### config.mk
export PLATFORM = sky130hd
export DESIGN_NAME = nic_fifo
export DESIGN_NICKNAME = d
export VERILOG_FILES = /design/src/rtl/nic_fifo.sv
export SDC_FILE = /design/constraint.sdc
export NUM_CORES = 1
export LEC_CHECK = 0
export CAP_MARGIN = 10
export CORE_MARGIN = 4
export CORE_UTILIZATION = 35
export CTS_CLUSTER_SIZE = 10
export DETAILED_ROUTE_END_ITERATION = 8
export GPL_ROUTABILITY_DRIVEN = 0
export PLACE_DENSITY_LB_ADDON = 0.25
export SLEW_MARGIN = 5
export SYNTH_ARGS = -nofsm -noshare
export SYNTH_HDL_FRONTEND = slang
export SYNTH_SLANG_ARGS = --single-unit
### constraint.sdc
create_clock -name clk -period 5.23 [get_ports clk]
set_input_delay 1.046 -clock clk [delete_from_list [all_inputs] [get_ports clk]]
set_output_delay 1.046 -clock clk [all_outputs]
set_load 0.02 [all_outputs]
### src/rtl/nic_fifo.sv
// NIC between the CPU register port and a router PE port, with separate inject and receive FIFOs.
// Define NIC_ERR_EN to add the sticky overflow/underflow flags to the status words.
module nic_fifo #(
    parameter int PACKET_WIDTH = 64,
    parameter int OUT_DEPTH    = 4,
    parameter int IN_DEPTH     = 4
) (
    input  logic                    clk,
    input  logic                    reset,
    input  logic [1:0]              addr,
    input  logic [0:PACKET_WIDTH-1] d_in,
    output logic [0:PACKET_WIDTH-1] d_out,
    input  logic                    nicEn,
    input  logic                    nicEnWR,
    input  logic                    net_si,
    input  logic [0:PACKET_WIDTH-1] net_di,
    output logic                    net_ri,
    output logic                    net_so,
    output logic [0:PACKET_WIDTH-1] net_do,
    input  logic                    net_ro,
    input  logic                    net_polarity
);

    localparam int OAW = $clog2(OUT_DEPTH);
    localparam int IAW = $clog2(IN_DEPTH);
    localparam logic [7:0] OUT_FULL_CNT = 8'(OUT_DEPTH);
    localparam logic [7:0] IN_FULL_CNT  = 8'(IN_DEPTH);

    logic [0:PACKET_WIDTH-1] out_mem [OUT_DEPTH];
    logic [0:PACKET_WIDTH-1] in_mem  [IN_DEPTH];

    logic [OAW-1:0] out_wr_ptr_q, out_wr_ptr_d, out_rd_ptr_q, out_rd_ptr_d;
    logic [IAW-1:0] in_wr_ptr_q, in_wr_ptr_d, in_rd_ptr_q, in_rd_ptr_d;
    logic [7:0]     out_cnt_q, out_cnt_d, in_cnt_q, in_cnt_d;
    logic [0:PACKET_WIDTH-1] d_out_q, d_out_d, net_do_q, net_do_d;
    logic                    net_so_q, net_so_d;

    logic out_full, out_empty, in_full, in_empty;
    logic cpu_rd, cpu_wr;
    logic out_push_req, out_push, out_pop;
    logic in_push, in_pop_req, in_pop;
    logic in_ovf, in_udf, out_ovf;
    logic [0:PACKET_WIDTH-1] out_head, in_head, in_status, out_status;

    always_comb begin
        out_full     = (out_cnt_q == OUT_FULL_CNT);
        out_empty    = (out_cnt_q == 8'd0);
        in_full      = (in_cnt_q == IN_FULL_CNT);
        in_empty     = (in_cnt_q == 8'd0);
        out_head     = out_mem[out_rd_ptr_q];
        in_head      = in_mem[in_rd_ptr_q];
        cpu_rd       = nicEn & ~nicEnWR;
        cpu_wr       = nicEn & nicEnWR;
        out_push_req = cpu_wr && (addr == 2'b10);
        out_push     = out_push_req & ~out_full;
        // Only the VC that matches the router's current polarity may leave.
        out_pop      = ~out_empty & net_ro & (out_head[0] == net_polarity);
        in_push      = net_si & ~in_full;
        in_pop_req   = cpu_rd && (addr == 2'b00);
        in_pop       = in_pop_req & ~in_empty;
        in_status    = PACKET_WIDTH'({in_udf, in_ovf, in_cnt_q, ~in_empty});
        out_status   = PACKET_WIDTH'({out_ovf, out_cnt_q, out_full});
    end

    always_comb begin
        out_wr_ptr_d = out_push ? out_wr_ptr_q + 1'b1 : out_wr_ptr_q;
        out_rd_ptr_d = out_pop  ? out_rd_ptr_q + 1'b1 : out_rd_ptr_q;
        in_wr_ptr_d  = in_push  ? in_wr_ptr_q + 1'b1 : in_wr_ptr_q;
        in_rd_ptr_d  = in_pop   ? in_rd_ptr_q + 1'b1 : in_rd_ptr_q;
        out_cnt_d    = out_cnt_q + {7'd0, out_push} - {7'd0, out_pop};
        in_cnt_d     = in_cnt_q + {7'd0, in_push} - {7'd0, in_pop};
        net_so_d     = out_pop;
        net_do_d     = out_pop ? out_head : net_do_q;
        d_out_d      = d_out_q;
        if (cpu_rd) begin
            case (addr)
                2'b00:   d_out_d = in_empty ? '0 : in_head;
                2'b01:   d_out_d = in_status;
                2'b10:   d_out_d = '0;
                default: d_out_d = out_status;
            endcase
        end
    end

    // Storage is not reset; pointers and counts define what is valid.
    always_ff @(posedge clk) begin
        if (out_push) out_mem[out_wr_ptr_q] <= d_in;
        if (in_push)  in_mem[in_wr_ptr_q]   <= net_di;
    end

    always_ff @(posedge clk or negedge reset) begin
        if (!reset) begin
            out_wr_ptr_q <= '0;
            out_rd_ptr_q <= '0;
            in_wr_ptr_q  <= '0;
            in_rd_ptr_q  <= '0;
            out_cnt_q    <= '0;
            in_cnt_q     <= '0;
            d_out_q      <= '0;
            net_so_q     <= 1'b0;
            net_do_q     <= '0;
        end else begin
            out_wr_ptr_q <= out_wr_ptr_d;
            out_rd_ptr_q <= out_rd_ptr_d;
            in_wr_ptr_q  <= in_wr_ptr_d;
            in_rd_ptr_q  <= in_rd_ptr_d;
            out_cnt_q    <= out_cnt_d;
            in_cnt_q     <= in_cnt_d;
            d_out_q      <= d_out_d;
            net_so_q     <= net_so_d;
            net_do_q     <= net_do_d;
        end
    end

`ifdef NIC_ERR_EN
    logic in_ovf_q, in_ovf_d, in_udf_q, in_udf_d, out_ovf_q, out_ovf_d;
    logic in_stat_rd, out_stat_rd;

    // Reading a status word clears its flags, but an error on the same edge re-sets them.
    always_comb begin
        in_stat_rd  = cpu_rd && (addr == 2'b01);
        out_stat_rd = cpu_rd && (addr == 2'b11);
        in_ovf_d    = (in_ovf_q & ~in_stat_rd) | (net_si & in_full);
        in_udf_d    = (in_udf_q & ~in_stat_rd) | (in_pop_req & in_empty);
        out_ovf_d   = (out_ovf_q & ~out_stat_rd) | (out_push_req & out_full);
    end

    always_ff @(posedge clk or negedge reset) begin
        if (!reset) begin
            in_ovf_q  <= 1'b0;
            in_udf_q  <= 1'b0;
            out_ovf_q <= 1'b0;
        end else begin
            in_ovf_q  <= in_ovf_d;
            in_udf_q  <= in_udf_d;
            out_ovf_q <= out_ovf_d;
        end
    end

    assign in_ovf  = in_ovf_q;
    assign in_udf  = in_udf_q;
    assign out_ovf = out_ovf_q;
`else
    assign in_ovf  = 1'b0;
    assign in_udf  = 1'b0;
    assign out_ovf = 1'b0;
`endif

    assign d_out  = d_out_q;
    assign net_so = net_so_q;
    assign net_do = net_do_q;
    assign net_ri = ~in_full;

endmodule

Word level (Yosys, flattened, before mapping)
Memories as Yosys holds them, arrays and structs flattened.
Index checks and enable logic that the tools add are counted.
Widths: inputs -> output; s select.
{ "totals": {"regBits": 153, "latchBits": 0, "ramBits": 512, "romBits": 0, "out_inout_bits": 130, "mem_count": 2} }
{ "memory_table": {"columns": ["memory", "words", "word_bits", "read_ports", "rd_ports_with_merged_regs", "wr", "line_no", "rtl"], "rows": [
  ["in_mem", 4, 64, 1, 0, 1, "30", "logic [0:PACKET_WIDTH-1] in_mem [IN_DEPTH];"],
  ["out_mem", 4, 64, 1, 0, 1, "29", "logic [0:PACKET_WIDTH-1] out_mem [OUT_DEPTH];"]
]} }
{ "op_classes": {"n_addsub": 8, "mul": 0, "div_mod_pow": 0, "magnitude_cmp": 0, "n_eq_ne": 5, "shift": 0, "muxes": 6, "bitwise": 12, "reduce_logical": 5} }
{ "ops": {"columns": ["operator", "count"], "rows": [
  ["$pmux 64 s3", 1],
  ["$mux 64", 1],
  ["$add 8x1->8", 2],
  ["$eq 8x3->1 const B", 2],
  ["$logic_not 8->1", 2],
  ["$sub 8x1->8", 2],
  ["$add 2x1->2 const B", 4],
  ["$and 1x1->1", 7],
  ["$not 1->1", 5],
  ["$mux 1", 4],
  ["$eq 2x1->1 const B", 1],
  ["$eq 2x2->1 const B", 1],
  ["$logic_and 1x1->1", 2],
  ["$logic_not 2->1", 1],
  ["$eq 1x1->1", 1]
]} }

Longest topological paths before layout
{ "depth": {"word_depth": 5, "ltp_mapped": 17, "ltp_nobuf": 16} }

Worst setup path before layout
No wires, ideal clock.
{ "synth_path": {"kind": "input to register", "start": "in addr[1]", "end": "mem out_mem[0][0] (netlist name) (enable)", "setup_time_ns": 0.429, "arrival_time_ns": 3.323, "required_time_ns": 4.801, "path_slack_ns": 1.478, "cell_stages": 4, "n_path_buf": 1, "cell_sequence": "clkbuf_1 > nand4b_1 > a21oi_1 > and2_1"} }
{ "synth_via": {"elab_chain_cells": 5} }
{ "synth_rtl": {"columns": ["item", "line_no", "rtl"], "rows": [
  ["from (decl)", "10", "input logic [1:0] addr,"],
  ["$eq 2x2->1", "54", "out_push_req = cpu_wr && (addr == 2'b10);"],
  ["$logic_and 1x1->1", "54", null],
  ["$and 1x1->1", "55", "out_push = out_push_req & ~out_full;"],
  ["$mux 1", "87", "if (out_push) out_mem[out_wr_ptr_q] <= d_in;"],
  ["$mux 1 (not written as such)", "87", null],
  ["to (decl)", "29", null]
]} }
Every way passes these cells.

Final worst setup path
{ "layout_path": {"start": "reg out_rd_ptr_q[0]", "end": "reg out_cnt_q[6]"} }
{ "layout_via": {"elab_chain_cells": 4} }
{ "layout_rtl": {"columns": ["item", "line_no", "rtl"], "rows": [
  ["from (decl)", "32", "logic [OAW-1:0] out_wr_ptr_q, out_wr_ptr_d, out_rd_ptr_q, out_rd_ptr_d;"],
  ["from (signal assigned)", "104", "out_rd_ptr_q <= out_rd_ptr_d;"],
  ["$mem_v2 4x64", null, null],
  ["$eq 1x1->1", "57", "out_pop = ~out_empty & net_ro & (out_head[0] == net_polarity);"],
  ["$and 1x1->1", "57", null],
  ["via net_so_d", "36", "logic net_so_q, net_so_d;"],
  ["$sub 8x1->8", "70", "out_cnt_d = out_cnt_q + {7'd0, out_push} - {7'd0, out_pop};"],
  ["via out_cnt_d[6]", "34", "logic [7:0] out_cnt_q, out_cnt_d, in_cnt_q, in_cnt_d;"],
  ["to (signal assigned)", "107", "out_cnt_q <= out_cnt_d;"],
  ["to (decl)", "34", null]
]} }
The timed path passes the listed nets, and every way through them passes these cells.
A chain may end at the register's enable or synchronous reset.

==> results by group <==
Logic synthesis
  – Synthesized Nets: ~1500
  – Predominant post-synthesis flop cell: edfxtp_1
  – Sequential share of the synthesized area: 0.7585
  – Post-synthesis cell count: 1284
  – Distinct cells, synth: 34
  – Yosys warnings: 0
  – Async set-reset flop share out of synthesis: 0.2301
  – Yosys top cell by area: edfxtp_1
  – Top-count cell post-synth: edfxtp_1
  – Area share of the largest cell type after synthesis: 0.6072
  – Synth top area cells: edfxtp_1, dfrtp_1, mux4_2, mux2_4, nand2_1
  – Post-synth EDFFs: 512
  – Mean Syn Cell Area: 19.72 µm²
  – Most frequent cells after synthesis: edfxtp_1, dfrtp_1, nand2_1, mux4_2, o21ai_0
  – Area of the mapped netlist: 25320 µm²
  – Yosys reg bits: 665

Power and ir drop
  – Tot Pwr: between 15 and 20 mW
  – Lkg Pwr: approximately 11 nW
  – IR drop worst, VDD: 318.1 µV
  – Pwr per Cell Area: 541.2 nW/µm²

Layout
  – Layout fillers: about 6300
  – Area grow syn2layout: 25.09%
  – Fraction of layout cells with a size suffix above 1: 0.1970
  – Multi-input logic area: approximately 5800 µm²
  – Register area: 19220 µm²
  – Nets@finish: around 1800
  – Non-filler cells, final: 2614

Setup path
  – Crit Path Class: flip-flop to flip-flop
  – WP data arrival: 4350 ps
  – Critical Path Sink Type: flip-flop
  – Maximum fanout along the worst path: 22
  – Required @ worst endpoint: roughly 5700 ps
  – Critical path launch point type: flip-flop

Clock tree
  – CTS Root Cell: clkbuf_16
  – CTS tree: yes
  – CTS resizes: 0
  – Num CTS Buffers: 79
  – # H-tree levels: 3
  – Skew-Pair Late Insertion Delay: 610 ps
  – # hold bufs at CTS: 0
  – CTS Buffer Depth: 3
  – Clock transition at the registers of the reported paths: 50 ps
  – Clk sink count: about 670
  – Postcts setup bufs: 0

Min path
  – HP Class: input port to asynchronous set/reset pin

Timing
  – RSZ-0062 raised after global routing: false
  – Aggregate negative setup slack: 0 ps
  – Hold Violations, Final: 0
  – Worst setup margin: 1354 ps
  – Pins Over Slew Limit: 0
  – Tcrit/Tclk final: 0.7411
  – Max Clock Freq: 0.2580 GHz
  – Slew of the pin with the lowest slew margin: 1064 ps
  – Worst hold slack: 461.7 ps
  – Final min period: between 3000 and 4000 ps
  – Final Skew: 23.01 ps
  – Setup Viol. Count Final: 0
  – Rel. slew slack: 0.2906

Placed design
  – Post-detailed-placement half-perimeter wirelength: between 30000 and 40000 µm
  – Input/output buffers: 266
  – Dpl ws: between 700 and 800 ps
  – Cell Count Post-Placement: 2464

Detailed routing
  – DR iter-0 viols: 963
  – Drt wl/cell: 21.50 µm
  – Vias post-DR: 12700
  – Post-route DRC: 0
  – Final WL: 56210 µm
  – Detailed-router iteration count before antenna repair: 5
  – DRT antenna net count: 0
  – DR vias/cell: 4.858

GRT
  – Pin count of the biggest net entering global routing: between 70 and 80
  – Total Routing Usage GR: 0.1475
  – First-pass GRT wire length: 86510 µm
  – Grt ovf: 0
  – Initial antenna violation count: 10
  – Vias in the first global route: ~14000

Die
  – Die area: 76710 µm²
  – Die W: 277.0 µm
  – Die span in y: 277.0 µm
  – Std cell rows: 98
  – Core area: 71610 µm²
  – Initial Util: 0.3536
  – I/O pin count: 267

Run
  – Max cap viols: 0

Run status
  – Status: complete, no violations
==> final timing paths <==
check	start	to	slack, ps	cells past startpoint
worst max-delay path	out_rd_ptr_q[0]	out_cnt_q[6]	1350	14
worst min-delay path	reset	net_do[52]	460	1
worst max register to register	out_rd_ptr_q[0]	out_cnt_q[6]	1350	14
worst min register to register	d_out[18]	d_out[18]	480	2
max in group asynchronous	reset	d_out[18]	3650	2
min in group clk	d_out[18]	d_out[18]	480	2
==> flip-flops by register name, summed over array words and instances, names as in the netlist <==
| signal | cells |
|---|---|
| out_mem | 256 |
| in_wr_ptr_q | 2 |
| out_cnt_q | 8 |
| in_mem | 256 |
| in_rd_ptr_q | 2 |
| net_do | 64 |
| out_rd_ptr_q | 2 |
| net_so | 1 |
| d_out | 64 |
| out_wr_ptr_q | 2 |
| in_cnt_q | 8 |
==> per-layer routing <==
metal	global-route usage	share of wire
met5	0	0.0014
met4	0.04024	0.022
met3	0.04409	0.069
met2	0.2421	0.49
met1	0.1925	0.42
==> power by group <==
| part | switching, mW | leakage, nW | internal (mW) |
|---|---|---|---|
| clock network | 2.08 | 1.16 | 3.01 |
| logic | 2.20 | 3.37 | 2.52 |
| registers | 0.655 | 6.56 | 6.67 |
| total | 4.94 | 11.1 | 12.2 |
==> layout make-up <==
cell class                      count  area share
Tap cell                          950     0.03753
Clock buffer                      136     0.07143
Timing Repair Buffer              290     0.09185
Antenna cell                        4   0.0003160
Sequential cell                   665      0.6068
Inverter                           31    0.003674
Multi-Input combinational cell    528      0.1824
Clock inverter                     10    0.006044
==> through the flow <==
step / instance area, µm² / utilization
floorplan: 25320 / -
global placement: 29210 / 0.4079
detailed placement: 29210 / 0.4079
CTS: 31660 / 0.4421
global route: 31660 / 0.4421
finish: 31670 / 0.4423
==> cell families after synthesis <==
group | Yosys count | synth area share
AO/OA/AOI/OAI | 108 | 0.02273
multiplexers | 192 | 0.1497
adder cells (fa/ha/maj) | 32 | 0.01641
XOR/XNOR | 19 | 0.006572
flip-flops | 665 | 0.7585
buffers and inverters | 91 | 0.01571
AND/OR/NAND/NOR | 177 | 0.03039
==> critical path, cell delays in order, from the launching register on <==
cell	delay [ps]
dfrtp_4	720
mux4_2	610
xnor2_1	290
nand3_4	370
inv_1	180
ha_1	240
inv_1	60
ha_1	160
inv_1	60
fa_1	420
inv_1	70
a21oi_1	60
o21bai_1	260
a2111o_1	190
nand3_1	70
==> layout by cell type, fill, tap and decap left out, drive strengths merged, types with 24 or more instances in the layout <==
cell           count
mux4             128
clkbuf           137
clkdlybuf4s50    265
inv               32
o21ai             78
ha                30
nand2            134
mux2              64
buf               24
dfrtp            153
edfxtp           512
(Power assumes the default switching activity.)
